**src/rtl/upload_if.sv**
```systemverilog
// Handshake and status bundle between the byte source / program memory side
// and the upload controller.
interface upload_if;
    logic       start;
    logic [7:0] rx_data;
    logic       rx_valid;
    logic       rx_ready;
    logic [3:0] mem_wdata;
    logic       mem_we;
    logic       ptr_enable;
    logic       ptr_inc;
    logic [9:0] upload_count;
    logic       busy;
    logic       done;
    logic       overflow;
    logic       bracket_err;

    modport master (
        output start, rx_data, rx_valid,
        input  rx_ready, mem_wdata, mem_we, ptr_enable, ptr_inc,
               upload_count, busy, done, overflow, bracket_err
    );

    modport slave (
        input  start, rx_data, rx_valid,
        output rx_ready, mem_wdata, mem_we, ptr_enable, ptr_inc,
               upload_count, busy, done, overflow, bracket_err
    );
endinterface

```
**src/rtl/upload_controller.sv**
```systemverilog
// Upload controller: accepts ASCII program bytes, writes each command as a 4-bit
// opcode to program memory, pulses the pointer stage, and closes with a HALT write.
module upload_controller (
    input  logic    clk,
    input  logic    rst_n,
    upload_if.slave bus
);
    typedef enum logic [2:0] {
        S_IDLE,
        S_RECV,
        S_WRITE,
        S_ADV,
        S_HALT_WR,
        S_DONE
    } state_e;

    localparam logic [3:0] OP_OPEN  = 4'd6;
    localparam logic [3:0] OP_CLOSE = 4'd7;
    localparam logic [3:0] OP_HALT  = 4'd8;
    localparam logic [9:0] CNT_MAX  = 10'd1023;
    localparam logic [7:0] CH_HALT  = 8'h21;

    state_e     state_q, state_d;
    logic [3:0] opcode_q, opcode_d;
    logic [9:0] count_q, count_d;
    logic [9:0] depth_q, depth_d;
    logic       overflow_q, overflow_d;
    logic       bracket_err_q, bracket_err_d;

    logic       is_cmd;
    logic [3:0] rx_op;

    always_comb begin
        is_cmd = 1'b1;
        rx_op  = 4'd0;
        case (bus.rx_data)
            8'h3E:   rx_op = 4'd0;
            8'h3C:   rx_op = 4'd1;
            8'h2B:   rx_op = 4'd2;
            8'h2D:   rx_op = 4'd3;
            8'h2E:   rx_op = 4'd4;
            8'h2C:   rx_op = 4'd5;
            8'h5B:   rx_op = OP_OPEN;
            8'h5D:   rx_op = OP_CLOSE;
            default: is_cmd = 1'b0;
        endcase
    end

    // NOTE: every signal driven here gets its default first, so no path can leave one unassigned and infer a latch.
    always_comb begin
        state_d       = state_q;
        opcode_d      = opcode_q;
        count_d       = count_q;
        depth_d       = depth_q;
        overflow_d    = overflow_q;
        bracket_err_d = bracket_err_q;

        case (state_q)
            S_IDLE, S_DONE: begin
                if (bus.start) begin
                    count_d       = '0;
                    depth_d       = '0;
                    overflow_d    = 1'b0;
                    bracket_err_d = 1'b0;
                    state_d       = S_RECV;
                end
            end
            S_RECV: begin
                if (bus.rx_valid) begin
                    if (is_cmd) begin
                        if (count_q == CNT_MAX) begin
                            // A full program has no room left, so the command is dropped and the upload closes.
                            overflow_d = 1'b1;
                            state_d    = S_HALT_WR;
                        end else begin
                            opcode_d = rx_op;
                            state_d  = S_WRITE;
                            if (rx_op == OP_OPEN) begin
                                if (depth_q == CNT_MAX) bracket_err_d = 1'b1;
                                else                    depth_d = depth_q + 10'd1;
                            end else if (rx_op == OP_CLOSE) begin
                                if (depth_q == '0) bracket_err_d = 1'b1;
                                else               depth_d = depth_q - 10'd1;
                            end
                        end
                    end else if (bus.rx_data == CH_HALT) begin
                        state_d = S_HALT_WR;
                    end
                end
            end
            S_WRITE: state_d = S_ADV;
            S_ADV: begin
                count_d = count_q + 10'd1;
                state_d = S_RECV;
            end
            S_HALT_WR: begin
                if (depth_q != '0) bracket_err_d = 1'b1;
                state_d = S_DONE;
            end
            default: state_d = S_IDLE;
        endcase
    end

    // NOTE: sequential state uses non-blocking assignments so every register samples pre-edge values.
    always_ff @(posedge clk or negedge rst_n) begin
        if (!rst_n) begin
            state_q       <= S_IDLE;
            opcode_q      <= '0;
            count_q       <= '0;
            depth_q       <= '0;
            overflow_q    <= 1'b0;
            bracket_err_q <= 1'b0;
        end else begin
            state_q       <= state_d;
            opcode_q      <= opcode_d;
            count_q       <= count_d;
            depth_q       <= depth_d;
            overflow_q    <= overflow_d;
            bracket_err_q <= bracket_err_d;
        end
    end

    // Strobes decode straight from the state, so WRITE/HALT_WR and ADV can never overlap.
    assign bus.rx_ready     = (state_q == S_RECV);
    assign bus.mem_we       = (state_q == S_WRITE) || (state_q == S_HALT_WR);
    assign bus.mem_wdata    = (state_q == S_WRITE)   ? opcode_q :
                              (state_q == S_HALT_WR) ? OP_HALT  : 4'd0;
    assign bus.ptr_inc      = (state_q == S_ADV);
    assign bus.busy         = (state_q == S_RECV) || (state_q == S_WRITE) ||
                              (state_q == S_ADV)  || (state_q == S_HALT_WR);
    assign bus.ptr_enable   = bus.busy;
    assign bus.done         = (state_q == S_DONE);
    assign bus.upload_count = count_q;
    assign bus.overflow     = overflow_q;
    assign bus.bracket_err  = bracket_err_q;
endmodule

```
**src/flat_wrapper.sv**
```systemverilog
// flat-port wrapper written by rule: the top's interface ports become plain ports
module upload_controller_flat 
  (clk, rst_n, bus_start, bus_rx_data, bus_rx_valid, bus_rx_ready, bus_mem_wdata, bus_mem_we, bus_ptr_enable, bus_ptr_inc, bus_upload_count, bus_busy, bus_done, bus_overflow, bus_bracket_err);
  upload_if bus_i ();
  input  logic clk;
  input  logic rst_n;
  input wire logic [$bits(bus_i.start)-1:0] bus_start;
  input wire logic [$bits(bus_i.rx_data)-1:0] bus_rx_data;
  input wire logic [$bits(bus_i.rx_valid)-1:0] bus_rx_valid;
  output wire logic [$bits(bus_i.rx_ready)-1:0] bus_rx_ready;
  output wire logic [$bits(bus_i.mem_wdata)-1:0] bus_mem_wdata;
  output wire logic [$bits(bus_i.mem_we)-1:0] bus_mem_we;
  output wire logic [$bits(bus_i.ptr_enable)-1:0] bus_ptr_enable;
  output wire logic [$bits(bus_i.ptr_inc)-1:0] bus_ptr_inc;
  output wire logic [$bits(bus_i.upload_count)-1:0] bus_upload_count;
  output wire logic [$bits(bus_i.busy)-1:0] bus_busy;
  output wire logic [$bits(bus_i.done)-1:0] bus_done;
  output wire logic [$bits(bus_i.overflow)-1:0] bus_overflow;
  output wire logic [$bits(bus_i.bracket_err)-1:0] bus_bracket_err;
  assign bus_i.start = bus_start;
  assign bus_i.rx_data = bus_rx_data;
  assign bus_i.rx_valid = bus_rx_valid;
  assign bus_rx_ready = bus_i.rx_ready;
  assign bus_mem_wdata = bus_i.mem_wdata;
  assign bus_mem_we = bus_i.mem_we;
  assign bus_ptr_enable = bus_i.ptr_enable;
  assign bus_ptr_inc = bus_i.ptr_inc;
  assign bus_upload_count = bus_i.upload_count;
  assign bus_busy = bus_i.busy;
  assign bus_done = bus_i.done;
  assign bus_overflow = bus_i.overflow;
  assign bus_bracket_err = bus_i.bracket_err;
  upload_controller u_core (.clk(clk), .rst_n(rst_n), .bus(bus_i));
endmodule
```
**config.mk**
```make
export PLATFORM = sky130hd
export DESIGN_NAME = upload_controller_flat
export DESIGN_NICKNAME = d
export VERILOG_FILES = /design/src/rtl/upload_if.sv /design/src/rtl/upload_controller.sv /design/src/flat_wrapper.sv
export SDC_FILE = /design/constraint.sdc
export NUM_CORES = 1
export LEC_CHECK = 0
export BUFFER_PORTS_ARGS = -buffer_cell sky130_fd_sc_hd__buf_4
export CORE_MARGIN = 2
export CORE_UTILIZATION = 50
export DETAILED_ROUTE_END_ITERATION = 12
export PLACE_DENSITY = 0.75
export SETUP_SLACK_MARGIN = 0.05
export SLEW_MARGIN = 20
export SYNTH_ARGS = -nofsm -noshare
export SYNTH_HDL_FRONTEND = slang
export SYNTH_SLANG_ARGS = --single-unit
```
**constraint.sdc**
```tcl
create_clock -name clk -period 2.1 [get_ports clk]
set_clock_uncertainty 0.2 [all_clocks]
set_input_delay 0 -clock clk [delete_from_list [all_inputs] [get_ports clk]]
set_output_delay 0 -clock clk [all_outputs]
set_load 0.05 [all_outputs]
```
Word level (Yosys, flattened, before mapping)

Index checks and enable logic that the tools add are counted.

Bits in registers: 29
Bits of input ports: 12
Output and inout port bits: 22

Add/subtract/negate cells: 3
Equality and inequality tests: 30
Multiplexer cells: 34
Bitwise operators: 1
Reductions and logical operators: 18

Operators with widths:

| cell                                                                     | count |
|---|---|
| 10-bit two-way mux                                                       | 8 |
| 8-bit by 6-bit == test with 1-bit output (second input constant)         | 7 |
| 10-bit one-hot mux with 2 select lines                                   | 2 |
| 3-bit one-hot mux with 7 select lines                                    | 1 |
| 10-bit by 1-bit adder with 10-bit output (second input constant)         | 2 |
| 10-bit == test (second input constant)                                   | 2 |
| 8-bit by 7-bit == test with 1-bit output (second input constant)         | 2 |
| 3-bit two-way mux                                                        | 5 |
| 3-bit one-hot mux with 5 select lines                                    | 1 |
| 1-bit two-way mux                                                        | 13 |
| 3-bit == test (second input constant)                                    | 4 |
| 10-bit zero test                                                         | 1 |
| 10-bit nonzero test                                                      | 1 |
| 10-bit by 1-bit subtractor with 10-bit output (second input constant)    | 1 |
| 3-bit by 1-bit inequality test with 1-bit output (second input constant) | 3 |
| 9-bit AND reduction                                                      | 1 |
| 4-bit two-way mux                                                        | 2 |
| 8-bit AND reduction                                                      | 1 |
| 8-bit OR reduction                                                       | 1 |
| 3-bit by 2-bit == test with 1-bit output (second input constant)         | 2 |
| 2-bit by 1-bit inequality test with 1-bit output (second input constant) | 3 |
| 2-bit inequality test (second input constant)                            | 3 |
| 3-bit inequality test (second input constant)                            | 2 |
| 5-bit AND reduction                                                      | 1 |
| other kinds (13)                                                         | 17 |

Longest topological paths before layout

Gate-level depths: netlist of the first run.

Depth after elaboration: 9
Mapped depth: 9

Worst setup path after synthesis of the first run

Ideal clock, no wire load.

Path kind: register -> register
From: register u_core.count_q[0], in the netlist u_core.bus.upload_count[0]
To: register u_core.depth_q[3]
Setup time: 0.125 ns
Arrival time: 2.137 ns
Required time: 1.775 ns
Path slack: -0.362 ns
Cell stages (with the launch flop): 8
Path buffers: 0
Period minus slack after synthesis: 2.462 ns
Cells stage by stage: dfrtp_1 > ha_1 > nand3_1 > nor3_2 > a211oi_2 > a21oi_2 > nor2_2 > mux2_4

Cells in the longest elaborated chain, start to end: 3

Ends and longest elaborated chain:

| what                                   | line                     | source |
|---|---|---|
| start, declared                        | upload_controller.sv:25  | `logic [9:0] count_q, count_d;` |
| start signal, assigned                 | upload_controller.sv:116 | `count_q <= count_d;` |
| 10-bit == test                         | upload_controller.sv:71  | `if (count_q == CNT_MAX) begin` |
| 2-bit inequality test (no source line) | n/a                      |  |
| 8-bit AND reduction (no source line)   | n/a                      |  |
| end signal, assigned                   | upload_controller.sv:117 | `depth_q <= depth_d;` |
| end, declared                          | upload_controller.sv:26  | `logic [9:0] depth_q, depth_d;` |

No other way between the ends.
A chain may end at the register's enable or synchronous reset.

Worst setup path in the final report of the first run

From: register u_core.depth_q[1]
To: register u_core.depth_q[9]

Cells in the longest elaborated chain, start to end: 8
Elaborated cells on any way between the ends: 15
Those cells by class: 2 x add/sub; 3 x eq/ne; 8 x mux; 2 x reduce/logical

Ends and longest elaborated chain:

| what                                          | line                    | source |
|---|---|---|
| 10-bit by 1-bit subtractor with 10-bit output | upload_controller.sv:83 | `else depth_d = depth_q - 10'd1;` |
| 10-bit two-way mux                            | upload_controller.sv:82 | `if (depth_q == '0) bracket_err_d = 1'b1;` |
| 10-bit two-way mux                            | upload_controller.sv:81 | `end else if (rx_op == OP_CLOSE) begin` |
| 10-bit two-way mux                            | upload_controller.sv:78 | `if (rx_op == OP_OPEN) begin` |
| 10-bit two-way mux                            | upload_controller.sv:71 |  |
| 10-bit two-way mux                            | upload_controller.sv:70 | `if (is_cmd) begin` |
| 10-bit two-way mux                            | upload_controller.sv:69 | `if (bus.rx_valid) begin` |
| 10-bit one-hot mux with 2 select lines        | upload_controller.sv:58 | `case (state_q)` |

Parallel ways exist; a longest one is shown, timed or not. The select of a mux whose other input is x is not followed.

==> metrics.log, run 1 <==
INFO  metric asyncSetResetFlopFracSynth = 100%
INFO  metric ioPinCount = 34
INFO  metric syn-instance-count = 228
INFO  metric die_width = 67.8 um
INFO  metric largest_stage_delay_worst_path = 0.46 ns
INFO  metric end_kind = register
INFO  metric clkSlewWorstSetupHoldPaths = 0.10 ns
INFO  metric rsz_0062_raised_after_global_routing = yes
INFO  metric maximum_number_of_pins_on_one_net_before_global_route_repair = 29
INFO  metric layout_common_cells = buf_4 (72), o21ai_0 (21), nand2_1 (20)
INFO  metric timing_max_transition_violations_final = 0
INFO  metric grtUsageTotal = 24.5%
INFO  metric area.growth.synth_to_final = 50.6%
INFO  metric pwr_density_cell = 1120 mW/mm2
INFO  metric drive_above_1_share = 44.3%
INFO  metric clock_latency = 0.28 ns
INFO  metric p_leak = 1.36 nW
INFO  metric crit_start = u_core.depth_q[1]$_DFFE_PN0P_
INFO  metric fin_crit_sh = 98.6%
INFO  metric number_of_global_route_vias_before_repair = 1,982
INFO  metric hold_class = primary input to register
INFO  metric globalRoute.totalOverflow = 0
INFO  metric timing_worst_setup_path_type = register to register
INFO  metric met2RoutedLength = 2.71 mm
INFO  metric cp_top_family = compound AO/OA/AOI/OAI gates
INFO  metric cts_buffers = 3
INFO  metric route.vias.total = 2,032
INFO  metric timing.rr.start = u_core.depth_q[1]$_DFFE_PN0P_
INFO  metric max_capacitance_violation_count = 0
INFO  metric worst_slew_pin_slew = 0.296 ns
INFO  metric worst_setup_path_start_kind = register
INFO  metric met1_length = 2.41 mm
INFO  metric total_power = 3.41 mW
INFO  metric met3_wirelength = 147 um
INFO  metric relSlewSlack = 80.2%
INFO  metric synthesis.nets = 250
INFO  metric top_layer_used = met4
INFO  metric yosys_warnings = 0
INFO  metric placement.io_buffers = 33
INFO  metric critical_path.slowest_cell = dfrtp_2
INFO  metric ant_nets = 0
INFO  metric synth_edf_count = 0
INFO  metric gp_congestion = 0.859
INFO  metric setup_total_negative_slack = 0 ns
INFO  metric hold_violations = 0
INFO  metric die_h = 67.8 um
INFO  metric fin_hold_ws = 0.0452 ns
INFO  metric status = complete, no violations
INFO  metric dp_hpwl = 3.71 mm
INFO  metric synth_ff_type = dfrtp_1
INFO  metric synth_seq_area_share = 34.5%
INFO  metric critical_path_required = 2.07 ns
INFO  metric drt_first_pass_iters = 4
INFO  metric ctsHtreeMaxLevel = 1
INFO  metric clock_sink_count = 28
INFO  metric initial_core_util = 51.5%
INFO  metric achievable-frequency = 483 MHz
INFO  metric antenna_found_initial = 0
INFO  metric core_box_area = 0.00394 mm2
INFO  metric grt_first_pass_wirelength = 8.70 mm
INFO  metric core.rowCount = 23
INFO  metric worst_hold_startpoint = bus_start
INFO  metric maximum_ir_drop_on_the_vdd_rail = 0.632 mV
INFO  metric finalSetupViolations = 0
INFO  metric arrival = 2.04 ns
INFO  metric postSynthAreaPerCell = 8.91 um2
INFO  metric tritoncts = yes
INFO  metric crit_path_cell_trace = ha_4, a211oi_4, nor2_2, o21ai_2, mux2i_1, a21o_1, o211ai_1
INFO  metric fp.dieArea = 0.00459 mm2
INFO  metric period_needed = 2.07 ns
INFO  metric layout_commonest_cell = buf_4
INFO  metric detail_route.vias_per_cell = 5.69
INFO  metric final_nets = 330
INFO  metric synth-seq-cells = 28
INFO  metric antenna_cells_inserted = 0
INFO  metric reg2reg_setup_slack = 0.03 ns
INFO  metric drt_wl_total = 5.35 mm
INFO  metric cts-root-to-sink-buffers = 2
INFO  metric syn_area = 0.00203 mm2
INFO  metric path_buf_inv = 0
INFO  metric initialDrtViolationCount = 91
INFO  metric clock_tree.root_cell = clkbuf_8
INFO  metric cp_max_fo = 5
INFO  metric route.detailed.drc = 0
INFO  metric wl_per_cell = 15.0 um
INFO  metric synth_cell_type_count = 52
[final timing paths]
| path | to | depth (start not counted) |
|---|---|---|
| setup / recovery | u_core.depth_q[9]$_DFFE_PN0P_ | 7 |
| setup reg to reg | u_core.depth_q[9]$_DFFE_PN0P_ | 7 |
| max in group asynchronous | u_core.depth_q[0]$_DFFE_PN0P_ | 4 |
| min in group asynchronous | u_core.bus.upload_count[4]$_DFFE_PN0P_ | 4 |
| hold / removal | u_core.bus.upload_count[5]$_DFFE_PN0P_ | 5 |
| hold reg to reg | u_core.bus.upload_count[8]$_DFFE_PN0P_ | 1 |
[cells by family (layout without fill, tap and decap cells)]
| logic type | count (synthesis) | count (layout) | synth area share, % |
|---|---|---|---|
| AOI/OAI and AO/OA | 61 | 61 | 19.9 |
| DFF | 28 | 28 | 34.5 |
| adders and majority gates | 10 | 10 | 6.53 |
| xor gates and xnor gates | 9 | 9 | 3.88 |
| and+or+nand+nor | 96 | 96 | 26.2 |
| muxes | 11 | 11 | 5.85 |
| buffers and inverters | 13 | 92 | 3.20 |
[repair_timing]
action                                  CTS  global route
setup buffers                             2             7
cloned                                    0             0
pin swaps                                 1            10
hold endpoints to repair                 34             0
endpoints found under the setup margin    8            12
hold buffers                              7             0
resized for setup                         3            29
[routing by layer]
layer | vias to the layer above | GRT usage (%)
met2 | 38 | 41.1
li1 | 1002 | -
met1 | 983 | 32.5
met5 | - | 0
met4 | 0 | 9.95
met3 | 9 | 2.17
[tightest hold or removal path, cell delays in order]
cell      delay (ns)
buf_4           0.10
nand4b_1        0.08
buf_4           0.19
nand2_1         0.07
mux2i_1         0.06
[sequential cells by signal, indices dropped and copies added, names as in the netlist]
name and cells:
u_core.bus.overflow 1, u_core.bus.upload_count 10, u_core.bus.bracket_err 1, u_core.depth_q 10, u_core.opcode_q 3, u_core.state_q 3
[where the power goes]
| part | switching, mW | internal [mW] | total (mW) |
|---|---|---|---|
| sequential | 0.111 | 0.632 | 0.744 |
| combinational | 1.23 | 1.01 | 2.24 |
| clock | 0.174 | 0.255 | 0.429 |
| total | 1.52 | 1.90 | 3.41 |
[cell usage after synthesis, types with 4 or more instances]
library cell / n / area [um2]
nand3_1: 13 / 65.1
nor3_1: 5 / 25.0
xor2_1: 6 / 52.6
a211oi_1: 4 / 30.0
o21ai_0: 25 / 125
o41ai_1: 5 / 43.8
a21o_1: 4 / 30.0
nand4_1: 6 / 37.5
nand2b_1: 6 / 37.5
nand2_1: 21 / 78.8
dfrtp_1: 28 / 701
o211ai_1: 4 / 30.0
ha_1: 9 / 113
a21oi_1: 8 / 40.0
mux2i_1: 7 / 70.1
or3_1: 4 / 25.0
buf_2: 4 / 20.0
nor2_1: 15 / 56.3
[final cells by class]
type                       instances  area [um2]
fill                             260         883
clock buffer                       3        41.3
multi-input combinational        187        1500
inverter                           4        20.0
clock inverter                     1        30.0
timing repair buffer              84         686
sequential                        28         717
tap                               50        62.6
[metrics by stage]
stage / setup WS, ns / util, % / std cells / area (um2)
floorplan: -0.0494 / - / 228 / 2150
global placement: -0.191 / 67.8 / 337 / 2670
detailed placement: -0.356 / 67.8 / 337 / 2670
CTS: 0.0496 / 72.9 / 350 / 2870
global route: -0.0928 / 77.6 / 357 / 3060
finish: 0.0299 / 77.6 / 357 / 3060
Power figures use the tool's default switching activity.
==> run 2, diff against run 1 <==
Settings changed: CELL_PAD_IN_SITES_DETAIL_PLACEMENT set to 1, CELL_PAD_IN_SITES_GLOBAL_PLACEMENT set to 2, CORE_UTILIZATION 50 to 25, PLACE_DENSITY 0.75 to unset, PLACE_DENSITY_LB_ADDON set to 0.1, SETUP_SLACK_MARGIN 0.05 to unset.
==> run 2 against run 1 <==
Wire length grew 17%. Die area is 93% higher. Combinational power grew 5%. Power is 0.66% lower. Critical path depth increased by 1. Sequential power shrank 2%. First-iteration DRC count is 60% lower. Flip-flop and latch count unchanged. Hold slack lost 0.032 ns. Highest routed layer unchanged.
==> metrics.log, run 2 (synthesized netlist as in run 1, its figures left out) <==
INFO  metric antenna_found_initial = 0 (unchanged)
INFO  metric dp_worst_setup_slack = -0.310 ns (+0.0464 ns)
INFO  metric core.rowCount = 32 (+39%)
INFO  metric globalRoute.totalOverflow = 0 (unchanged)
INFO  metric initialDrtViolationCount = 36 (-60%)
INFO  metric end_kind = register
INFO  metric drt_first_pass_iters = 4 (unchanged)
INFO  metric placement.io_buffers = 33 (unchanged)
INFO  metric timing_worst_setup_path_type = register to register
INFO  metric pwr_density_cell = 1090 mW/mm2 (-2.2%)
INFO  metric grtUsageTotal = 14.7% (-9.8 points)
INFO  metric fp.dieArea = 0.00887 mm2 (+93%)
INFO  metric period_needed = 2.04 ns (-0.0350 ns)
INFO  metric r2r-end = u_core.depth_q[7]$_DFFE_PN0P_
INFO  metric tritoncts = yes
INFO  metric achievable-frequency = 491 MHz (+1.7%)
INFO  metric grt_first_pass_wirelength = 10.5 mm (+21%)
INFO  metric post-route-cell-area = 0.00311 mm2 (+1.6%)
INFO  metric crit_start = u_core.bus.upload_count[0]$_DFFE_PN0P_
INFO  metric initial_core_util = 26.0% (-26 points)
INFO  metric hold_class = primary input to register
INFO  metric clock_latency = 0.27 ns (about the same)
INFO  metric core_box_area = 0.00781 mm2 (+98%)
INFO  metric timing.rr.start = u_core.bus.upload_count[0]$_DFFE_PN0P_
INFO  metric gp_congestion = 0.738 (-14%)
INFO  metric status = complete, no violations
INFO  metric relSlewSlack = 64.8% (-15 points)
INFO  metric clock_sink_count = 28 (unchanged)
INFO  metric fillerInstances = 933 (+260%)
INFO  metric number_of_global_route_vias_before_repair = 2,099 (+5.9%)
INFO  metric ctsHtreeMaxLevel = 1 (unchanged)
INFO  metric endpoint = u_core.depth_q[7]$_DFFE_PN0P_
INFO  metric fin_hold_ws = 0.0131 ns (-0.0322 ns)
INFO  metric critical_path_required = 2.05 ns (-0.02 ns)
INFO  metric die_width = 94.2 um (+39%)
INFO  metric antenna_cells_inserted = 0 (unchanged)
INFO  metric worst_slew_pin_slew = 0.528 ns (+0.232 ns)
INFO  metric worst_slack = 0.0649 ns (+0.0350 ns)
INFO  metric finalSetupViolations = 0 (unchanged)
INFO  metric multi_input_comb_area = 0.00149 mm2 (-0.58%)
INFO  metric arrival = 1.99 ns (-0.05 ns)
INFO  metric cts_buffers = 3 (unchanged)
INFO  metric wl_per_cell = 15.1 um (+0.47%)
INFO  metric detail_route.vias_per_cell = 4.92 (-14%)
INFO  metric layout_commonest_cell = buf_4
INFO  metric setup_total_negative_slack = 0 ns (unchanged)
INFO  metric fin_crit_sh = 96.9% (-1.7 points)
INFO  metric drt_wl_total = 6.27 mm (+17%)
INFO  metric ant_nets = 0 (unchanged)
INFO  metric maximum_number_of_pins_on_one_net_before_global_route_repair = 20 (-31%)
INFO  metric clock_tree.root_cell = clkbuf_8
INFO  metric drive_above_1_share = 45.2% (+0.92 points)
INFO  metric reg2reg_setup_slack = 0.06 ns (+0.04 ns)
INFO  metric cp_max_fo = 8 (+3)
INFO  metric max_capacitance_violation_count = 0 (unchanged)
INFO  metric worstRegToRegCells = 8 (+1)
INFO  metric route.vias.total = 2,046 (+0.69%)
INFO  metric final-seq-area = 716 um2 (-0.17%)
INFO  metric hold_violations = 0 (unchanged)
INFO  metric cts-root-to-sink-buffers = 2 (unchanged)
INFO  metric clkSlewWorstSetupHoldPaths = 0.10 ns (about the same)
INFO  metric rsz_0062_raised_after_global_routing = yes
INFO  metric ioPinCount = 34 (unchanged)
INFO  metric timing_max_transition_violations_final = 0 (unchanged)
INFO  metric route.detailed.drc = 0 (unchanged)
INFO  metric area.growth.synth_to_final = 52.9%
INFO  metric final_core_utilization = 39.8% (-38 points)
INFO  metric dp_hpwl = 4.82 mm (+30%)
INFO  metric worst_setup_path_start_kind = register
INFO  metric final_nets = 337 (+2.1%)
INFO  metric die_h = 94.2 um (+39%)
INFO  metric maximum_ir_drop_on_the_vdd_rail = 0.410 mV (-35%)
INFO  metric p_leak = 1.40 nW (+3.2%)
INFO  metric detailed_place.area = 0.00273 mm2 (+2.0%)
INFO  metric layout_common_cells = buf_4 (78), nand2_1 (20), o21ai_0 (18)
[run 2: where the power goes]
part	internal [mW]	switching, mW
registers	0.632	0.0988
clock network	0.136	0.175
logic	1.05	1.30
[run 2: routing by layer]
metal / global-route usage, % / up-vias / wire length, um
met2: 23.9 / 24 / 2900
li1: - / 1026 / -
met4: 2.90 / 0 / 45
met5: 0 / - / 0
met3: 1.28 / 2 / 142
met1: 21.3 / 994 / 3170
[run 2: worst min path at each step]
| stage | from | to | slack (ns) | cells past startpoint |
|---|---|---|---|---|
| after CTS | bus_rx_data[1] | u_core.opcode_q[0]$_DFFE_PN0P_ | 0.006 | 3 |
| after global placement | rst_n | u_core.bus.upload_count[9]$_DFFE_PN0P_ | -0.24 | 1 |
| after detailed placement | rst_n | u_core.bus.upload_count[9]$_DFFE_PN0P_ | -0.24 | 1 |
| final | bus_rx_data[7] | u_core.opcode_q[1]$_DFFE_PN0P_ | 0.01 | 5 |
| after floorplan | rst_n | u_core.bus.bracket_err$_DFFE_PN0P_ | -0.50 | 0 |
| after global routing | bus_rx_data[7] | u_core.opcode_q[1]$_DFFE_PN0P_ | 0.05 | 5 |
[run 2: repair_timing]
action | 4_1_cts | 5_1_grt
setup endpoints to repair | 3 | 13
pin swaps | 3 | 21
hold buffers | 6 | 0
cloned | 0 | 1
resized for setup | 3 | 40
setup buffers | 4 | 5
hold endpoints to repair | 34 | 0
[run 2: metrics by stage]
stage	total power, mW	instances
after floorplan	2.08	228
after global placement	2.76	396
after detailed placement	2.77	396
after CTS	3.13	410
after global routing	3.67	416
final	3.39	416
[run 2: critical path: stages, from the launching register on]
cell and delay, ns:
dfrtp_2 0.44, ha_4 0.18, nand3_1 0.15, nor3_4 0.09, a211oi_4 0.29, a21oi_4 0.12, buf_6 0.14, o21ai_0 0.20
o41ai_2 0.11
[run 2: area by class of cell]
cell class,instances,area share [%]
Sequential cell,28,23.0
Inverter,4,0.524
Multi-Input combinational cell,188,48.1
Tap cell,102,4.11
Timing Repair Buffer,90,22.8
Clock buffer,4,1.45
==> run 3, diff against run 2 <==
Settings changed: CTS_BUF_LIST set to sky130_fd_sc_hd__clkbuf_8.
Clock period 2.1 ns to 2.15 ns, I/O delays scaled along.
==> run 3 against run 2 <==
Critical path type unchanged. Largest power group unchanged. Sequential power down 1%. Global-route usage decreased by 0.32 points. The flow now finishes with violations (negative hold slack). Wire length is 3.5% lower. Non-clock buffer count decreased by 9. Setup slack better by 0.018 ns.
==> metrics.log, run 3 (synthesized netlist as in run 1, its figures left out) <==
INFO  metric dp_hpwl = 4.74 mm (-1.7%)
INFO  metric clock_sink_count = 28 (unchanged)
INFO  metric ant_nets = 0 (unchanged)
INFO  metric drt_first_pass_iters = 4 (unchanged)
INFO  metric fp.dieArea = 0.00887 mm2 (unchanged)
INFO  metric finalSetupViolations = 0 (unchanged)
INFO  metric fin_crit_sh = 96.1% (-0.76 points)
INFO  metric area.growth.synth_to_final = 43.3%
INFO  metric final-seq-area = 714 um2 (-0.17%)
INFO  metric achievable-frequency = 484 MHz (-1.6%)
INFO  metric worst_slew_pin_slew = 0.780 ns (+0.252 ns)
INFO  metric pwr_density_cell = 1090 mW/mm2 (-0.44%)
INFO  metric cts-root-to-sink-buffers = 2 (unchanged)
INFO  metric core_box_area = 0.00781 mm2 (unchanged)
INFO  metric relSlewSlack = 47.9% (-17 points)
INFO  metric maximum_ir_drop_on_the_vdd_rail = 0.358 mV (-13%)
INFO  metric initialDrtViolationCount = 63 (+75%)
INFO  metric grtUsageTotal = 14.4% (-0.32 points)
INFO  metric initial_core_util = 26.0% (unchanged)
INFO  metric timing_worst_setup_path_type = register to register
INFO  metric period_needed = 2.07 ns (+0.0321 ns)
INFO  metric route.vias.total = 2,023 (-1.1%)
INFO  metric rsz_0062_raised_after_global_routing = yes
INFO  metric detailed_place.area = 0.00269 mm2 (-1.3%)
INFO  metric fillerInstances = 944 (+1.2%)
INFO  metric final_core_utilization = 37.3% (-2.5 points)
INFO  metric multi_input_comb_area = 0.00136 mm2 (-9.0%)
INFO  metric place_inst = 393 (-0.76%)
INFO  metric hold_class = primary input to register
INFO  metric die_width = 94.2 um (unchanged)
INFO  metric clkSlewWorstSetupHoldPaths = 0.11 ns (about the same)
INFO  metric tritoncts = yes
INFO  metric gp_congestion = 0.742 (+0.50%)
INFO  metric max_capacitance_violation_count = 0 (unchanged)
INFO  metric drive_above_1_share = 38.8% (-6.4 points)
INFO  metric die_h = 94.2 um (unchanged)
INFO  metric antenna_cells_inserted = 0 (unchanged)
INFO  metric maximum_number_of_pins_on_one_net_before_global_route_repair = 17 (-15%)
INFO  metric hold_violations = 1 (+1)
INFO  metric core.rowCount = 32 (unchanged)
INFO  metric fin_hold_ws = -0.0000923 ns (-0.0132 ns)
INFO  metric timing_max_transition_violations_final = 0 (unchanged)
INFO  metric layout_commonest_cell = buf_4
INFO  metric critical_path_required = 2.12 ns (+0.07 ns)
INFO  metric end_kind = register
INFO  metric route.detailed.drc = 0 (unchanged)
INFO  metric worst_setup_path_start_kind = register
INFO  metric ctsHtreeMaxLevel = 1 (unchanged)
INFO  metric layout_common_cells = buf_4 (75), o21ai_0 (24), nand2_1 (20)
INFO  metric number_of_global_route_vias_before_repair = 2,081 (-0.86%)
INFO  metric finalNonFillerCells = 406 (-2.4%)
INFO  metric clock_latency = 0.28 ns (about the same)
INFO  metric globalRoute.totalOverflow = 0 (unchanged)
INFO  metric detail_route.vias_per_cell = 4.98 (+1.3%)
INFO  metric final_nets = 327 (-3.0%)
INFO  metric cp_max_fo = 5 (-3)
INFO  metric p_leak = 1.31 nW (-6.4%)
INFO  metric placement.io_buffers = 33 (unchanged)
INFO  metric arrival = 2.04 ns (+0.05 ns)
INFO  metric cts_buffers = 3 (unchanged)
INFO  metric drt_wl_total = 6.05 mm (-3.5%)
INFO  metric grt_first_pass_wirelength = 10.3 mm (-2.6%)
INFO  metric wl_per_cell = 14.9 um (-1.1%)
INFO  metric status = complete, but fails checks
INFO  metric post-route-cell-area = 0.00291 mm2 (-6.2%)
INFO  metric violations = negative hold slack
INFO  metric antenna_found_initial = 0 (unchanged)
INFO  metric ioPinCount = 34 (unchanged)
INFO  metric clock_tree.root_cell = clkbuf_8
[run 3: changes by cell type in the layout (fill, tap and decap cells not counted), moves of 3 or more]
cell / delta
buf_6: -6
o21ai_0: +6
ha_1: +5
ha_4: -4
o21ai_1: -4
buf_4: -3
[run 3: worst max-delay path: stages (launching register included)]
cell	delay [ns]
dfrtp_2	0.47
ha_1	0.30
a211oi_1	0.21
nor2_1	0.09
o21ai_1	0.22
mux2i_1	0.26
a21o_1	0.13
o211ai_1	0.07
[run 3: per-layer routing]
layer | global-route usage [%] | vias up | share of wire [%]
li1 | - | 1001 | -
met1 | 19.8 | 985 | 50
met2 | 24.0 | 32 | 47
met3 | 1.28 | 5 | 2.0
met4 | 3.99 | 0 | 0.76
met5 | 0 | - | 0
[run 3: worst paths after layout]
check	startpoint	end	slack (ns)	cells after the start
setup / recovery	u_core.depth_q[1]$_DFFE_PN0P_	u_core.depth_q[9]$_DFFE_PN0P_	0.08	7
hold / removal	bus_rx_data[1]	u_core.opcode_q[0]$_DFFE_PN0P_	-0.00009	3
setup reg to reg	u_core.depth_q[1]$_DFFE_PN0P_	u_core.depth_q[9]$_DFFE_PN0P_	0.08	7
hold reg to reg	u_core.bus.upload_count[9]$_DFFE_PN0P_	u_core.bus.upload_count[9]$_DFFE_PN0P_	0.30	1
max in group asynchronous	rst_n	u_core.depth_q[0]$_DFFE_PN0P_	0.54	3
min in group asynchronous	rst_n	u_core.bus.upload_count[2]$_DFFE_PN0P_	0.62	3
[run 3: through the flow]
stage	total power, mW	setup TNS (ns)	worst slack (ns)
2_1_floorplan	2.00	-0.00846	-0.00752
3_3_place_gp	2.66	-1.02	-0.295
3_5_place_dp	2.66	-1.16	-0.308
4_1_cts	3.12	0	0.0000928
5_1_grt	3.42	-0.331	-0.0654
6_report	3.17	0	0.0828
[run 3: layout make-up]
cell class / count / area share [%]
flip-flops and latches: 28 / 24.5
repair buffers: 81 / 21.4
inverters: 4 / 0.558
multi-input cells: 187 / 46.7
clock buffers: 3 / 1.42
well taps: 102 / 4.38
clock inverters: 1 / 1.03
[run 3: where the power goes]
group / switching, mW / leakage [nW] / total, mW / internal [mW]
registers: 0.108 / 0.355 / 0.724 / 0.616
logic: 1.16 / 0.923 / 2.01 / 0.844
clock network: 0.186 / 0.0357 / 0.435 / 0.250
[run 3: what timing repair did]
item                                    4_1_cts  5_1_grt
endpoints found under the setup margin        1       12
endpoints found under the hold margin        31        0
resized for setup                             1       15
pin swaps                                     1        2
hold buffers                                  6        0
setup buffers                                 2        1
